## config.mk

```make
export PLATFORM = sky130hd
export DESIGN_NAME = serial_adder
export DESIGN_NICKNAME = d
export VERILOG_FILES = /design/src/rtl/serial_adder.sv
export SDC_FILE = /design/constraint.sdc
export NUM_CORES = 1
export LEC_CHECK = 0
export BUFFER_PORTS_ARGS = -buffer_cell sky130_fd_sc_hd__buf_2
export CAP_MARGIN = 20
export CORE_MARGIN = 2
export CORE_UTILIZATION = 30
export DETAILED_ROUTE_END_ITERATION = 7
export GPL_ROUTABILITY_DRIVEN = 0
export PLACE_DENSITY = 0.53
export RECOVER_POWER = 100
export SYNTH_ARGS = -nofsm -noshare
export SYNTH_HDL_FRONTEND = slang
export SYNTH_SLANG_ARGS = --single-unit
```

## constraint.sdc

```tcl
create_clock -name clk -period 4.5 [get_ports clk]
set_clock_uncertainty 0.1 [all_clocks]
set_input_delay 0.9 -clock clk [delete_from_list [all_inputs] [get_ports clk]]
set_output_delay 0.9 -clock clk [all_outputs]
set_load 0.02 [all_outputs]
```

## src/rtl/serial_adder.sv

```systemverilog
// Bit-serial adder: one full-adder cell plus a carry flop adds two WIDTH-bit
// operands LSB-first over WIDTH cycles behind a start/busy/done handshake.
module serial_adder #(
  parameter int WIDTH = 8
) (
  input  logic             clk,
  input  logic             rst,
  input  logic             start,
  input  logic [WIDTH-1:0] a,
  input  logic [WIDTH-1:0] b,
  input  logic             cin,
  output logic             busy,
  output logic             done,
  output logic [WIDTH-1:0] sum,
  output logic             cout
);

  localparam int CW = (WIDTH < 2) ? 1 : $clog2(WIDTH + 1);
  localparam logic [CW-1:0] LAST = CW'(WIDTH - 1);

  typedef enum logic [1:0] {
    IDLE  = 2'd0,
    SHIFT = 2'd1,
    DONE  = 2'd2
  } state_t;

  state_t           state;
  logic [WIDTH-1:0] sa;
  logic [WIDTH-1:0] sb;
  logic [WIDTH-1:0] sr;
  logic             c;
  logic [CW-1:0]    cnt;

  logic             s;
  logic             c_next;
  logic [WIDTH-1:0] sr_next;

  // Handshake: start is sampled only in IDLE and never queued; busy covers
  // SHIFT and DONE; done is a one-cycle pulse while sum/cout hold the new result.
  always_comb begin
    s      = sa[0] ^ sb[0] ^ c;
    c_next = (sa[0] & sb[0]) | (c & (sa[0] ^ sb[0]));
  end

  // Each sum bit enters at the MSB, so after WIDTH shifts sr holds the sum in place.
  generate
    if (WIDTH == 1) begin : g_w1
      assign sr_next = s;
    end else begin : g_wn
      assign sr_next = {s, sr[WIDTH-1:1]};
    end
  endgenerate

  always_ff @(posedge clk or posedge rst) begin
    if (rst) begin
      state <= IDLE;
      sa    <= '0;
      sb    <= '0;
      sr    <= '0;
      c     <= 1'b0;
      cnt   <= '0;
      busy  <= 1'b0;
      done  <= 1'b0;
      sum   <= '0;
      cout  <= 1'b0;
    end else begin
      case (state)
        IDLE: begin
          done <= 1'b0;
          if (start) begin
            sa    <= a;
            sb    <= b;
            c     <= cin;
            cnt   <= '0;
            busy  <= 1'b1;
            state <= SHIFT;
          end else begin
            busy <= 1'b0;
          end
        end
        SHIFT: begin
          c   <= c_next;
          sr  <= sr_next;
          sa  <= sa >> 1;
          sb  <= sb >> 1;
          cnt <= cnt + CW'(1);
          if (cnt == LAST) begin
            sum   <= sr_next;
            cout  <= c_next;
            done  <= 1'b1;
            state <= DONE;
          end
        end
        DONE: begin
          done  <= 1'b0;
          busy  <= 1'b0;
          state <= IDLE;
        end
        default: begin
          done  <= 1'b0;
          busy  <= 1'b0;
          state <= IDLE;
        end
      endcase
    end
  end

endmodule

```

# Yosys cells after proc, flatten, opt, wreduce, memory -nomap -nowiden
# Cells that the tools add are included.
[totals] regBits=42 latch_bits=0 mem_bits_rw=0 romBits=0 wordCells=40 n_memories=0
[classes] add_sub_neg=1 multipliers=0 n_div=0 order_cmp=0 eq_ne=4 n_shift=0 mux=15 n_bitwise=5 n_reduce_logical=5
[ops] operator="$pmux W8 S2" count=2
[ops] operator="$mux W8" count=2
[ops] operator="$pmux W4 S2" count=1
[ops] operator="$reduce_and A2 Y1" count=3
[ops] operator="$add A4 B1 Y4 const B" count=1
[ops] operator="$eq A4 B3 Y1 const B" count=1
[ops] operator="$mux W1" count=4
[ops] operator="$mux W2" count=2
[ops] operator="$mux W4" count=1
[ops] operator="$ne A2 B2 Y1 const B" count=2
[ops] operator="$pmux W1 S2" count=2
[ops] operator="$pmux W2 S2" count=1
[ops] operator="$and A1 B1 Y1" count=2
[ops] operator="$eq A2 B1 Y1 const B" count=1
[ops] operator="$logic_not A2 Y1" count=1
[ops] operator="$reduce_bool A2 Y1" count=1
[ops] operator="$xor A1 B1 Y1" count=2
[ops] operator="$or A1 B1 Y1" count=1

# Logic depth before layout (Yosys ltp)
# Gate-level depths: netlist of run 1.
[depth] word_depth=4 depth_mapped=5 mapped_depth_nobuf=4

# Least setup slack after synthesis of run 1
# OpenSTA, ideal clock, no wires.
[synth_timing] kind="input-to-reg" start="input port start" end="register sa[7]" setup_ns=0.121 arrival_ns=1.602 required_time_ns=4.279 path_slack_ns=2.677 path_stages=4 path_cell_list="clkbuf_1 o21bai_1 buf_4 a22o_1"
[synth_between] elab_chain_cells=2
[synth_lines] element="from (decl)" line_no="8" text="input logic start,"
[synth_lines] element="$ne A2 B2 Y1 (no line)"
[synth_lines] element="$reduce_and A2 Y1 (no line)"
[synth_lines] element="to (signal assigned)" line_no="84" text="sa <= sa >> 1;"
[synth_lines] element="to (decl)" line_no="28" text="logic [WIDTH-1:0] sa;"
# No other way between the ends.
# A chain may end at the register's enable or synchronous reset.

==> results of run 1 <==
synthesized netlist by cell type:
master	number
dfrtp_1	41
fa_1	1
nor2b_4	1
and3b_1	10
or2b_1	1
buf_6	1
mux2_2	1
inv_1	1
a22o_1	4
nor2_1	4
mux2_4	9
and2_4	1
buf_12	1
buf_4	4
nand2_1	38
ha_1	1
nand3_1	2
o21ai_0	16
nor2b_1	2
a22oi_1	6
buf_2	2
a21oi_1	11
clkbuf_1	4
o311ai_1	1
o21bai_1	1
registers in the layout, indices dropped and copies added (netlist names), 2 cells and up:
signal,count
cnt,4
sa,8
sb,8
sr,7
state,2
sum,8
per-layer routing:
layer / GRT usage (%) / wire length, um / vias to the layer above
met5: 0 / 0 / -
met4: 6.500 / 78 / 0
met2: 16.02 / 1370 / 30
li1: - / - / 613
met1: 15.15 / 1699 / 564
met3: 3.187 / 164 / 8
kinds of logic (layout without fill, tap and decap cells):
| group | Yosys count | after routing | share of synthesized area (%) |
|---|---|---|---|
| AND/OR/NAND/NOR | 59 | 59 | 16.32 |
| flip-flops | 41 | 41 | 56.24 |
| AO/OA/AOI/OAI | 39 | 39 | 12.69 |
| buffers and inverters | 13 | 40 | 4.938 |
| multiplexers | 10 | 10 | 8.025 |
| adder cells (fa/ha/maj) | 2 | 2 | 1.783 |
cell type report:
cell class                 count  area, sq um  area share (%)
inverter                       1        3.754          0.1856
clock buffer                   7        86.33           4.270
tap                           75        93.84           4.641
timing repair buffer          32        143.9           7.116
multi-input combinational    110        668.1           33.04
sequential                    41         1026           50.74
critical path, delay by kind of cell:
kind	cells	cell delay [ns]
buffers and inverters	3	1.68
metrics by stage:
stage | power [mW] | setup WS (ns) | hold WS (ns) | cells
2_1_floorplan | 1.084 | 2.554 | 0.3460 | 164
3_3_place_gp | 1.182 | 2.350 | 0.3648 | 259
3_5_place_dp | 1.189 | 2.338 | 0.3746 | 259
4_1_cts | 1.435 | 2.310 | 0.3923 | 266
5_1_grt | 1.475 | 1.198 | 0.4042 | 266
6_report | 1.349 | 1.754 | 0.3888 | 266
worst paths after layout:
kind / endpoint / startpoint / slack [ns] / cells past startpoint
worst max-delay path: cnt[2] / rst / 1.75 / 3
worst min-delay path: sr[1] / sr[1] / 0.39 / 2
worst max register to register: sum[7] / state[0] / 1.79 / 3
worst min register to register: sr[1] / sr[1] / 0.39 / 2
max in group clk: sum[7] / state[0] / 1.79 / 3
min in group asynchronous: sum[3] / rst / 1.29 / 3
power by group through the flow:
stage / Combinational, mW / Clock [mW] / Sequential [mW]
after CTS: 0.515 / 0.253 / 0.668
after detailed placement: 0.515 / 0 / 0.674
after global placement: 0.510 / 0 / 0.672
after floorplan: 0.417 / 0 / 0.667
final: 0.447 / 0.242 / 0.660
after global routing: 0.520 / 0.265 / 0.690
==> out/results.txt, run 1 <==
Fillers = 638
Mapped Area = 1824 sq um
NetSw = 511.1 uW
sw frac = 37.89%
fin area = 2022 sq um
DRC violation total after the first TritonRoute iteration = 56
Initial Util = 30.99%
clock group share of total power = 17.9%
f_max = 0.3642 GHz
CP max FO = 41
status = complete, but fails checks
final slew viol count = 42
worst path cell trace = buf_2 > inv_1 > clkbuf_1
Area Overhead vs Synth = 10.84%
Total GRT Usage = 11.24%
final period utilization = 61.02%
critical path's slowest cell = clkbuf_1
worst stage delay on the critical path = 1.55 ns
most common cell after layout, fill and taps aside = dfrtp_1
sequential fraction of the synthesis area = 56.24%
flops & latches, synth = 41
vias in the first global route = 1,209
# rows = 28
worst hold path type = reg2reg
Port-buffer cells = 30
top cells by area, synth = dfrtp_1 56%, nand2_1 7.8%, mux2_4 7.4%
Hold Vio Cnt, Final = 0
startpoint class of the critical path = primary input
logic gate share of total power = 33.2%
Reg power frac = 48.9%
Post-DRT Antenna Nets = 0
Nets = 213
Worst slew margin = -45.59%
IO Count = 31
Least-Margin Pin Slew = 2.184 ns
Post-CTS Hold Fix Bufs = 0
critical path arrival = 2.61 ns
most frequent cells in the layout = 41 x dfrtp_1, 38 x nand2_1, 19 x buf_2, 16 x o21ai_0, 14 x clkbuf_1
WS Path Type = in2async
Wirelength per Cell = 12.45 um
CP Data Required Time = 4.36 ns
die width = 81.98 um
PD cells = 667.2 nW/um^2
grt ovf = 0
overall routed net length = 3312 um
Core Region = 5886 sq um
Fin Setup TNS = 0 ns
Layout Utilization = 34.35%
CTS tree = built
antenna violations before repair = 0
largest net degree at the start of global routing = 42
Clk Latency, worst-skew pair = 0.29 ns
via count = 1,215
Pre-antenna DRT Iters = 4
layout cells sized above 1 = 15.18%
final setup fails = 0
clock sink total = 41
max_cap viols = 1
Mapped Cells = 164
Crit. End Element = async pin
height of the die = 81.98 um
Pint = 837.9 uW
first-pass GRT wire length = 5595 um
Synth top area share = 56.24%
post-CTS sizing = 0
Diodes inserted = 0
syn_area_per_cell = 11.12 sq um
HPWL after DPL = 2175 um
H-Tree Depth = 2
Placed Instance Area = 1997 sq um
yosys synthesis warning count = 0
Syn Nets = 186
average vias per placed instance = 4.568
failing checks = max-capacitance violations, max-slew violations
setup bufs post-CTS = 0
Synth area leader = dfrtp_1
maximum VDD drop = 0.0002368 V
clk slew on worst S/H paths = 0.07 ns
Max Root-Sink Buffers = 2
die area = 6721 sq um
count of cell types in the netlist = 25
crit path time final = 2.746 ns
clock root cell = clkbuf_8
leakage dissipation = 0.9822 nW
RSZ-0062 raised after global routing = no
DRC errors left = 0
cts bufs inserted = 5
(Power assumes the default switching activity.)
==> run 2, diff against run 1 <==
- clock period: 4.5 -> 2.6 ns (I/O delays scaled with it)
==> out/results.txt, run 2 (synthesis results as in run 1) <==
status = finished clean
# rows = 28
setup bufs post-CTS = 0
worst hold path type = in2reg
antenna violations before repair = 0
Post-DRT Antenna Nets = 0
Diodes inserted = 0
Layout Utilization = 35.14%
Wirelength per Cell = 12.44 um
startpoint class of the critical path = flip-flop
average vias per placed instance = 4.522
Post-CTS Hold Fix Bufs = 0
Initial Util = 30.99%
Pre-antenna DRT Iters = 4
worst reg2reg startpoint = cnt[0]
clock root cell = clkbuf_8
H-Tree Depth = 2
Fin Setup TNS = 0 ns
Pint = 1.515 mW
Area Overhead vs Synth = 13.37%
die width = 81.98 um
worst stage delay on the critical path = 0.69 ns
critical path's top delay family = simple AND/OR/NAND/NOR gates
Hold Startpoint = a[7]
critical path's slowest cell = and2_0
Clk Latency, worst-skew pair = 0.28 ns
leakage dissipation = 1.015 nW
Hold Path Stages = 2
reg2reg end = sum[5]
WS Path Type = reg2reg
layout cells sized above 1 = 19.17%
overall routed net length = 3333 um
Reg2Reg Setup Slack = 0.52 ns
DRC violation total after the first TritonRoute iteration = 39
post-CTS sizing = 0
Core Region = 5886 sq um
height of the die = 81.98 um
CTS tree = built
vias in the first global route = 1,228
clock sink total = 41
final period utilization = 79.82%
NetSw = 893.9 uW
logic gate share of total power = 38.3%
Total GRT Usage = 11.13%
CP max FO = 10
length in cells of the worst reg-to-reg path = 4
maximum VDD drop = 0.0004025 V
clock group share of total power = 17.2%
Hold Vio Cnt, Final = 0
Worst slew margin = 32.64%
RSZ-0062 raised after global routing = no
cts bufs inserted = 5
Port-buffer cells = 30
HPWL after DPL = 2160 um
sw frac = 37.11%
most frequent cells in the layout = 41 x dfrtp_1, 38 x nand2_1, 19 x buf_2, 16 x o21ai_0, 13 x clkbuf_1
worst path bufs/invs = 0
die area = 6721 sq um
WHS Endpoint = sa[7]
crit path time final = 2.075 ns
most common cell after layout, fill and taps aside = dfrtp_1
worst path cell trace = ha_1 > and3b_1 > and2_0 > mux2_1
largest net degree at the start of global routing = 42
DRC errors left = 0
final slew viol count = 0
grt ovf = 0
top flop regs = sa: 8 flops, sb: 8 flops, sum: 8 flops
PD cells = 1165 nW/um^2
f_max = 0.4818 GHz
critical path arrival = 2.14 ns
Nets = 215
clk slew on worst S/H paths = 0.07 ns
Reg power frac = 44.5%
via count = 1,212
IO Count = 31
Crit. End Element = flip-flop
Least-Margin Pin Slew = 1.010 ns
CP Data Required Time = 2.67 ns
final setup fails = 0
Max Root-Sink Buffers = 2
max_cap viols = 0
first-pass GRT wire length = 5747 um
[run 2: metrics by stage]
step	cells	hold WS [ns]	instance area [sq um]	worst slack, ns	total power [mW]
floorplan	164	0.3460	1824	1.014	1.876
global placement	261	0.3619	2012	0.8796	2.054
detailed placement	261	0.3712	2012	0.8361	2.077
CTS	268	0.2731	2098	0.9153	2.500
global route	268	0.3461	2068	0.3657	2.620
finish	268	0.3515	2068	0.5246	2.409
[run 2: layout make-up]
| type | count | area, sq um |
|---|---|---|
| inverters | 1 | 3.754 |
| well taps | 75 | 93.84 |
| fillers | 628 | 3817 |
| flip-flops and latches | 41 | 1026 |
| clock buffers | 7 | 86.33 |
| multi-input cells | 110 | 698.2 |
| repair buffers | 34 | 160.2 |
[run 2: how the worst max path moves through the flow]
| stage | slack (ns) | from | endpoint | cells after the start |
|---|---|---|---|---|
| floorplan | 1.01 | cnt[0] | cout | 5 |
| global placement | 0.88 | start | sb[7] | 4 |
| detailed placement | 0.84 | start | sb[7] | 4 |
| CTS | 0.92 | state[0] | sb[7] | 4 |
| global route | 0.37 | cnt[0] | sum[5] | 4 |
| finish | 0.52 | cnt[0] | sum[5] | 4 |
[run 2: per-layer routing]
metal / global-route usage, % / up-vias / wire, um
met1: 14.83 / 564 / 1630
met2: 17.64 / 29 / 1503
met5: 0 / - / 0
met3: 2.967 / 5 / 164
li1: - / 614 / -
met4: 3.500 / 0 / 35
[run 2: power groups by stage]
| stage | Sequential, mW | Combinational (mW) | Clock [mW] |
|---|---|---|---|
| floorplan | 1.15 | 0.722 | 0 |
| global placement | 1.08 | 0.972 | 0 |
| detailed placement | 1.09 | 0.990 | 0 |
| CTS | 1.08 | 0.990 | 0.434 |
| global route | 1.11 | 1.05 | 0.460 |
| finish | 1.07 | 0.923 | 0.414 |
==> run 3, diff against run 2 <==
- PLACE_DENSITY: 0.53 -> 0.55
- clock period: 2.6 -> 1.79 ns (I/O delays scaled with it)
==> out/results.txt, run 3 (synthesis results as in run 1) <==
Area Overhead vs Synth = 15.84%
clock sink total = 41
CP Data Required Time = 1.87 ns
largest net degree at the start of global routing = 42
Fillers = 614
Wirelength per Cell = 13.03 um
# rows = 28
Hold Vio Cnt, Final = 0
top flop regs = sa: 8 flops, sb: 8 flops, sum: 8 flops
placed insts = 264
cts bufs inserted = 5
final setup fails = 0
antenna violations before repair = 0
f_max = 0.6277 GHz
Hold Startpoint = a[7]
DRC violation total after the first TritonRoute iteration = 107
most common cell after layout, fill and taps aside = dfrtp_1
most frequent cells in the layout = 41 x dfrtp_1, 38 x nand2_1, 19 x buf_2, 16 x o21ai_0, 12 x clkbuf_1
Port-buffer cells = 30
fin area = 2113 sq um
RSZ-0062 raised after global routing = no
worst stage delay on the critical path = 0.41 ns
max_cap viols = 0
NetSw = 1.363 mW
clock root cell = clkbuf_8
average vias per placed instance = 4.621
H-Tree Depth = 2
PnR Total Power = 3.710 mW
clock group share of total power = 21.0%
CP max FO = 10
Nets = 218
vias in the first global route = 1,297
final slew viol count = 0
Worst slew margin = 31.74%
die width = 81.98 um
Layout Utilization = 35.91%
via count = 1,257
grt ovf = 0
logic gate share of total power = 36.3%
maximum VDD drop = 0.0005763 V
Diodes inserted = 0
layout cells sized above 1 = 18.27%
Core Region = 5886 sq um
worst reg2reg startpoint = cnt[0]
status = finished clean
WS Path Type = reg2reg
HPWL after DPL = 2341 um
critical path arrival = 1.67 ns
Placed Instance Area = 2047 sq um
leakage dissipation = 1.041 nW
IO Count = 31
height of the die = 81.98 um
PD cells = 1756 nW/um^2
Pre-antenna DRT Iters = 4
Clk Latency, worst-skew pair = 0.30 ns
Finished Layout Cells = 272
sw frac = 36.74%
CTS tree = built
DRC errors left = 0
Crit. End Element = flip-flop
Pint = 2.347 mW
post-CTS sizing = 0
Total GRT Usage = 12.20%
clk slew on worst S/H paths = 0.08 ns
die area = 6721 sq um
Post-DRT Antenna Nets = 0
crit path time final = 1.593 ns
Initial Util = 30.99%
startpoint class of the critical path = flip-flop
Max Root-Sink Buffers = 2
critical path's slowest cell = dfrtp_1
Worst Setup SP = cnt[0]
Least-Margin Pin Slew = 1.024 ns
overall routed net length = 3544 um
Reg power frac = 42.7%
Post-CTS Hold Fix Bufs = 0
setup bufs post-CTS = 0
worst hold path type = in2reg
Fin Setup TNS = 0 ns
final period utilization = 89.01%
first-pass GRT wire length = 6154 um
worst path cell trace = ha_1 > and3b_1 > and2_4 > mux2_1
run 3: cell count changes in the layout (fill, tap and decap cells not counted), sizes merged:
cell	before	now
buf	21	24
clkbuf	20	19
clkinvlp	0	1
bufinv	0	1
run 3: final timing paths:
kind,endpoint,slack (ns),cells after the start
min in group asynchronous,sb[0],0.27,3
worst max-delay path,sum[1],0.20,4
worst min-delay path,sa[7],0.17,2
worst max register to register,sum[1],0.20,4
worst min register to register,sr[1],0.38,2
max in group asynchronous,state[1],0.70,3
run 3: area by class of cell:
type / count / area, sq um / share of cell area [%]
clock buffers: 6 / 82.58 / 3.908
clock inverters: 2 / 37.54 / 1.776
inverters: 1 / 3.754 / 0.1776
multi-input cells: 110 / 674.4 / 31.91
flip-flops and latches: 41 / 1026 / 48.55
well taps: 75 / 93.84 / 4.440
repair buffers: 37 / 195.2 / 9.236
run 3: worst max-delay path: cells and delay by family, from the launching register on:
kind / cells / cell delay, ns
fa+ha+maj: 1 / 0.22
flops: 1 / 0.41
mux: 1 / 0.33
simple gates: 2 / 0.42
run 3: stage by stage:
stage	hold WS, ns	setup WS [ns]
finish	0.1735	0.1968
global route	0.1729	0.08665
CTS	0.09888	0.2002
detailed placement	0.3710	0.2131
global placement	0.3620	0.2420
floorplan	0.3460	0.2039
run 3: power groups by stage:
stage	clock network, mW	registers (mW)	logic, mW
2_1_floorplan	0	1.68	1.05
3_3_place_gp	0	1.60	1.47
3_5_place_dp	0	1.61	1.50
4_1_cts	0.809	1.60	1.51
5_1_grt	0.850	1.65	1.53
6_report	0.780	1.58	1.34
run 3: layer usage:
metal  global-route usage [%]  vias up  part of all wire [%]
met5                        0        -                     0
met4                    5.000        0                   1.5
met3                    3.626        7                   4.9
met2                    19.59       33                    47
met1                    15.30      595                    47
li1                         -      622                     -
